==> src/rtl/color_strength_accumulator.sv <==
// Frame-level accumulator for per-pixel channel flags and strength.
// Counts red/green/blue hits and sums strength over PIXEL_NUM accepted
// pixels, then classifies the frame by its dominant channel.
module color_strength_accumulator #(
   parameter int PIXEL_NUM = 1024,
   parameter int CNT_W     = 16,
   parameter int SUM_W     = 24
) (
   input  logic             clk,
   input  logic             rst_n,
   input  logic             start,
   input  logic             pix_valid,
   output logic             pix_ready,
   input  logic             Radd_en,
   input  logic             Gadd_en,
   input  logic             Badd_en,
   input  logic [7:0]       strength_input,
   output logic             busy,
   output logic             done,
   output logic [1:0]       class_out,
   output logic [CNT_W-1:0] r_cnt,
   output logic [CNT_W-1:0] g_cnt,
   output logic [CNT_W-1:0] b_cnt,
   output logic [SUM_W-1:0] total_strength
);

   typedef enum logic [1:0] {IDLE, ACCUM, DECIDE, DONE} state_t;

   state_t           state;
   state_t           next_state;
   logic [CNT_W-1:0] pix_cnt;
   logic             accept;
   logic             last_pix;

   assign accept   = pix_valid & pix_ready;
   assign last_pix = accept && (pix_cnt == CNT_W'(PIXEL_NUM - 1));

   // Add an 8-bit strength to the accumulator, clamping at all-ones.
   function automatic logic [SUM_W-1:0] sat_add(input logic [SUM_W-1:0] acc,
                                                input logic [7:0]       s);
      logic [SUM_W:0] ext;
      ext = {1'b0, acc} + (SUM_W + 1)'(s);
      if (ext[SUM_W])
         return '1;
      return ext[SUM_W-1:0];
   endfunction

   // Dominant channel with R > G > B tie priority; 0 when nothing was hit.
   function automatic logic [1:0] classify(input logic [CNT_W-1:0] r,
                                           input logic [CNT_W-1:0] g,
                                           input logic [CNT_W-1:0] b);
      if (r == '0 && g == '0 && b == '0)
         return 2'd0;
      if (r >= g && r >= b)
         return 2'd1;
      if (g >= b)
         return 2'd2;
      return 2'd3;
   endfunction

   // State register.
   always_ff @(posedge clk or negedge rst_n) begin
      if (!rst_n)
         state <= IDLE;
      else
         state <= next_state;
   end

   // Next-state decode.
   always_comb begin
      next_state = state;
      case (state)
         IDLE:    if (start) next_state = ACCUM;
         ACCUM:   if (last_pix) next_state = DECIDE;
         DECIDE:  next_state = DONE;
         DONE:    next_state = IDLE;
         default: next_state = IDLE;
      endcase
   end

   // Registered handshake and status outputs, derived from the upcoming state.
   always_ff @(posedge clk or negedge rst_n) begin
      if (!rst_n) begin
         pix_ready <= 1'b0;
         busy      <= 1'b0;
         done      <= 1'b0;
      end else begin
         pix_ready <= (next_state == ACCUM);
         busy      <= (next_state != IDLE);
         done      <= (next_state == DONE);
      end
   end

   // Counters, strength accumulator and classification result.
   always_ff @(posedge clk or negedge rst_n) begin
      if (!rst_n) begin
         pix_cnt        <= '0;
         r_cnt          <= '0;
         g_cnt          <= '0;
         b_cnt          <= '0;
         total_strength <= '0;
         class_out      <= 2'd0;
      end else begin
         if (state == IDLE && start) begin
            pix_cnt        <= '0;
            r_cnt          <= '0;
            g_cnt          <= '0;
            b_cnt          <= '0;
            total_strength <= '0;
            class_out      <= 2'd0;
         end else if (state == ACCUM && accept) begin
            pix_cnt        <= pix_cnt + 1'b1;
            total_strength <= sat_add(total_strength, strength_input);
            if (Radd_en) r_cnt <= r_cnt + 1'b1;
            if (Gadd_en) g_cnt <= g_cnt + 1'b1;
            if (Badd_en) b_cnt <= b_cnt + 1'b1;
         end else if (state == DECIDE) begin
            class_out <= classify(r_cnt, g_cnt, b_cnt);
         end
      end
   end

endmodule

==> config.mk <==
export PLATFORM = sky130hd
export DESIGN_NAME = color_strength_accumulator
export DESIGN_NICKNAME = d
export VERILOG_FILES = /design/src/rtl/color_strength_accumulator.sv
export SDC_FILE = /design/constraint.sdc
export NUM_CORES = 1
export LEC_CHECK = 0
export ABC_AREA = 0
export CORE_MARGIN = 2
export CORE_UTILIZATION = 45
export DETAILED_ROUTE_END_ITERATION = 6
export PLACE_DENSITY_LB_ADDON = 0.12
export SYNTH_ARGS = -nofsm -noshare
export SYNTH_HDL_FRONTEND = slang
export SYNTH_SLANG_ARGS = --single-unit
export TNS_END_PERCENT = 100
==> constraint.sdc <==
create_clock -name clk -period 3.2 [get_ports clk]
set_input_delay 0.64 -clock clk [delete_from_list [all_inputs] [get_ports clk]]
set_output_delay 0.64 -clock clk [all_outputs]
set_load 0.05 [all_outputs]
==> results.tsv <==
metric	value	unit
ys async rst share	100	%
Die X	120	um
CTS HTree Levels	3	
hold crit path type	input pin to asynchronous set/reset pin	
launch point of the worst path	strength_input[0]	
RR Endpoint	total_strength[12]	
unique cell type count in the Yosys netlist	60	
row cnt	42	
post-synthesis mux area share	0.329	%
Slew HR	48.2	%
Hold Buf Count CTS	0	
Int Pwr	2.67	mW
chip height	120	um
Clock Latency Late Sink	0.35	ns
Total GRT Usage	22.4	%
WL/cell	16.6	um
Post-Route WL	15500	um
Seq/Total Area, Yosys	39.1	%
critical path class	input pin to flop	
area fraction in compound gates after synthesis	12.5	%
fin crit period	2.80	ns
Worst VDD drop	0.356	mV
Reg2Reg Setup Slack	0.70	ns
Area growth, synth to finish	22.5	%
Seq pwr share	35.3	%
post-synthesis adder-cell area fraction	13.3	%
mapped cell area	6090	um2
Post-synth EDFFs	0	
initial DRC count	262	
CORE AREA	13200	um2
Comb pwr share	43.0	%
share of cells above drive strength 1	5.40	%
grt ovf	0	
top_reg_cell synth	dfrtp_1	
Finished Layout Cells	935	
Setup crit end kind	flop	
Post-Synthesis Cells	664	
Final Hold Violating Endpoints	0	
I/O Buffers	91	
power density cells	617	nW/um2
Syn Nets	743	
Max Fclk	0.357	GHz
initial antenna violation count	0	
global placement routability congestion	0.883	
CP Data Required Time	3.47	ns
max-slew violation count	0	
Post-Synth XOR/XNOR Area	8.20	%
R2R Path Start	total_strength[0]	
Avg Cell Area, Syn	9.17	um2
critical path endpoint	total_strength[12]	
CP startpoint kind	input pin	
DRC Markers	0	
clk sinks	95	
DPL Wire Length	11500	um
Vias	5199	
Setup-failing EPs final	0	
clock buffer depth	2	
Slew @ Worst Pin	0.777	ns
Tcrit/Tclk final	87.6	%
IO Pins	92	
peak fanout along the critical path	11	
simple-gate share of the synthesized area	22.0	%
vias in the first global route	5215	
Yosys reg bits	95	
Inserted Diodes	0	
Clock Power Share	21.7	%
clk root buf	clkbuf_16	
CP Data Arrival Time	3.08	ns
CTS resizes	0	
Initial Util	46.0	%
Die Area	14500	um2
net switching power	1.93	mW
DR vias/cell	5.56	
RSZ-0062 raised after global routing	false	
Clock Skews	0.00509	ns
Num CTS Buffers	9	
global-route wire length before repair	25600	um
Ys Warns	0	
status	finished, final reports clean	
setup TNS	0	ns
largest net degree at the start of global routing	65	
final net count	834	
largest family of logic cells by synthesized area	simple AND/OR/NAND/NOR gates	
CTS tree	done	
DRT antenna net count	0	
Leak	3.37	nW
commonest cells after routing, fill and taps aside	dfrtp_1, clkdlybuf4s50_1, nor2_1	
Clock Pin Slew Worst Setup and Hold Paths	0.06	ns
utilization after layout	56.3	%
DP Cell Count	920	
Setup Fix Bufs, Post-CTS	0	
first-pass iteration count of the detailed router	5	
cells on worst reg2reg path	8	
commonest non-fill, non-tap cell in the layout	dfrtp_1	
Sw Ratio	42.0	%
hold_ws	0.373	ns
max-cap violations	0	
==> sequential cells by signal, indices dropped and copies added, names as in the netlist <==
name	flops
pix_cnt	16
pix_ready	1
g_cnt	16
class_out	2
b_cnt	16
state	2
busy	1
r_cnt	16
done	1
total_strength	24
==> cells in the mapped netlist, types with 2 or more instances <==
master,instances,area [um2]
a211oi_1,9,67.6
a21o_1,6,45.0
a21oi_1,34,170
a22o_1,2,17.5
a311oi_1,2,17.5
a31oi_1,11,68.8
a41oi_1,2,17.5
and2_1,6,37.5
and2_2,2,15.0
and3_1,9,56.3
and3_2,2,15.0
and4_1,11,96.3
buf_2,2,10.0
buf_6,3,33.8
clkbuf_1,16,60.1
dfrtp_1,95,2380
ha_1,63,788
inv_1,44,165
mux2i_1,2,20.0
nand2_1,47,176
nand2b_1,3,18.8
nand3_1,29,145
nand4_1,21,131
nor2_1,77,289
nor2b_1,5,31.3
nor3_1,13,65.1
nor4_1,13,81.3
o211ai_1,5,37.5
o21a_1,2,15.0
o21ai_0,34,170
o21bai_1,4,30.0
o31ai_1,3,22.5
or3_1,5,31.3
xnor2_1,42,368
xor2_1,15,131
==> power groups by stage <==
| stage | registers [mW] | clock network [mW] | logic (mW) |
|---|---|---|---|
| after floorplan | 2.07 | 0 | 0.888 |
| after global placement | 1.64 | 0 | 1.95 |
| after detailed placement | 1.64 | 0 | 1.98 |
| after CTS | 1.62 | 1.03 | 1.99 |
| after global routing | 1.66 | 1.07 | 2.16 |
| final | 1.62 | 0.998 | 1.98 |
==> worst min-delay path by stage <==
| stage | startpoint | to | slack (ns) | cells after the start |
|---|---|---|---|---|
| after floorplan | rst_n | b_cnt[0] | 0.34 | 0 |
| after global placement | class_out[0] | class_out[0] | 0.49 | 2 |
| after detailed placement | class_out[0] | class_out[0] | 0.49 | 2 |
| after CTS | rst_n | r_cnt[3] | 0.40 | 1 |
| after global routing | rst_n | b_cnt[2] | 0.44 | 1 |
| final | rst_n | b_cnt[2] | 0.37 | 1 |
==> per-layer routing <==
metal | up-vias | global-route usage, % | wire, um
li1 | 2549 | - | -
met1 | 2525 | 29.6 | 7150
met2 | 104 | 37.0 | 7430
met3 | 21 | 3.40 | 567
met4 | 0 | 8.58 | 350
met5 | - | 0 | 0
==> cells by family (layout without fill, tap and decap cells) <==
group,Yosys count,after routing
xor+xnor,57,57
compound gates,122,122
flops,95,95
buf+inv,66,161
simple gates,258,258
fa+ha+maj,64,64
mux,2,2
==> metrics by stage <==
stage          power (mW)  setup slack [ns]  cell area [um2]
3_3_place_gp         3.59             0.102             7190
3_5_place_dp         3.63            0.0634             7190
2_1_floorplan        2.96             0.671             6090
4_1_cts              4.64             0.436             7460
6_report             4.60             0.396             7460
5_1_grt              4.89             0.206             7460
==> cell type report <==
| cell class | count | area, um2 |
|---|---|---|
| Fill cell | 1240 | 5790 |
| Sequential cell | 95 | 2380 |
| Tap cell | 176 | 220 |
| Clock buffer | 10 | 239 |
| Timing Repair Buffer | 102 | 1000 |
| Inverter | 44 | 165 |
| Clock inverter | 5 | 25.0 |
| Multi-Input combinational cell | 503 | 3430 |
==> worst max-delay path, cell delays in order <==
cell	delay, ns
clkdlybuf4s50_1	0.41
ha_1	0.23
fa_1	0.40
a21o_1	0.19
a21oi_1	0.36
o21ai_0	0.18
and2_2	0.28
and4_1	0.24
nor3_2	0.14
Note: power is estimated with default switching activity, not from simulation.
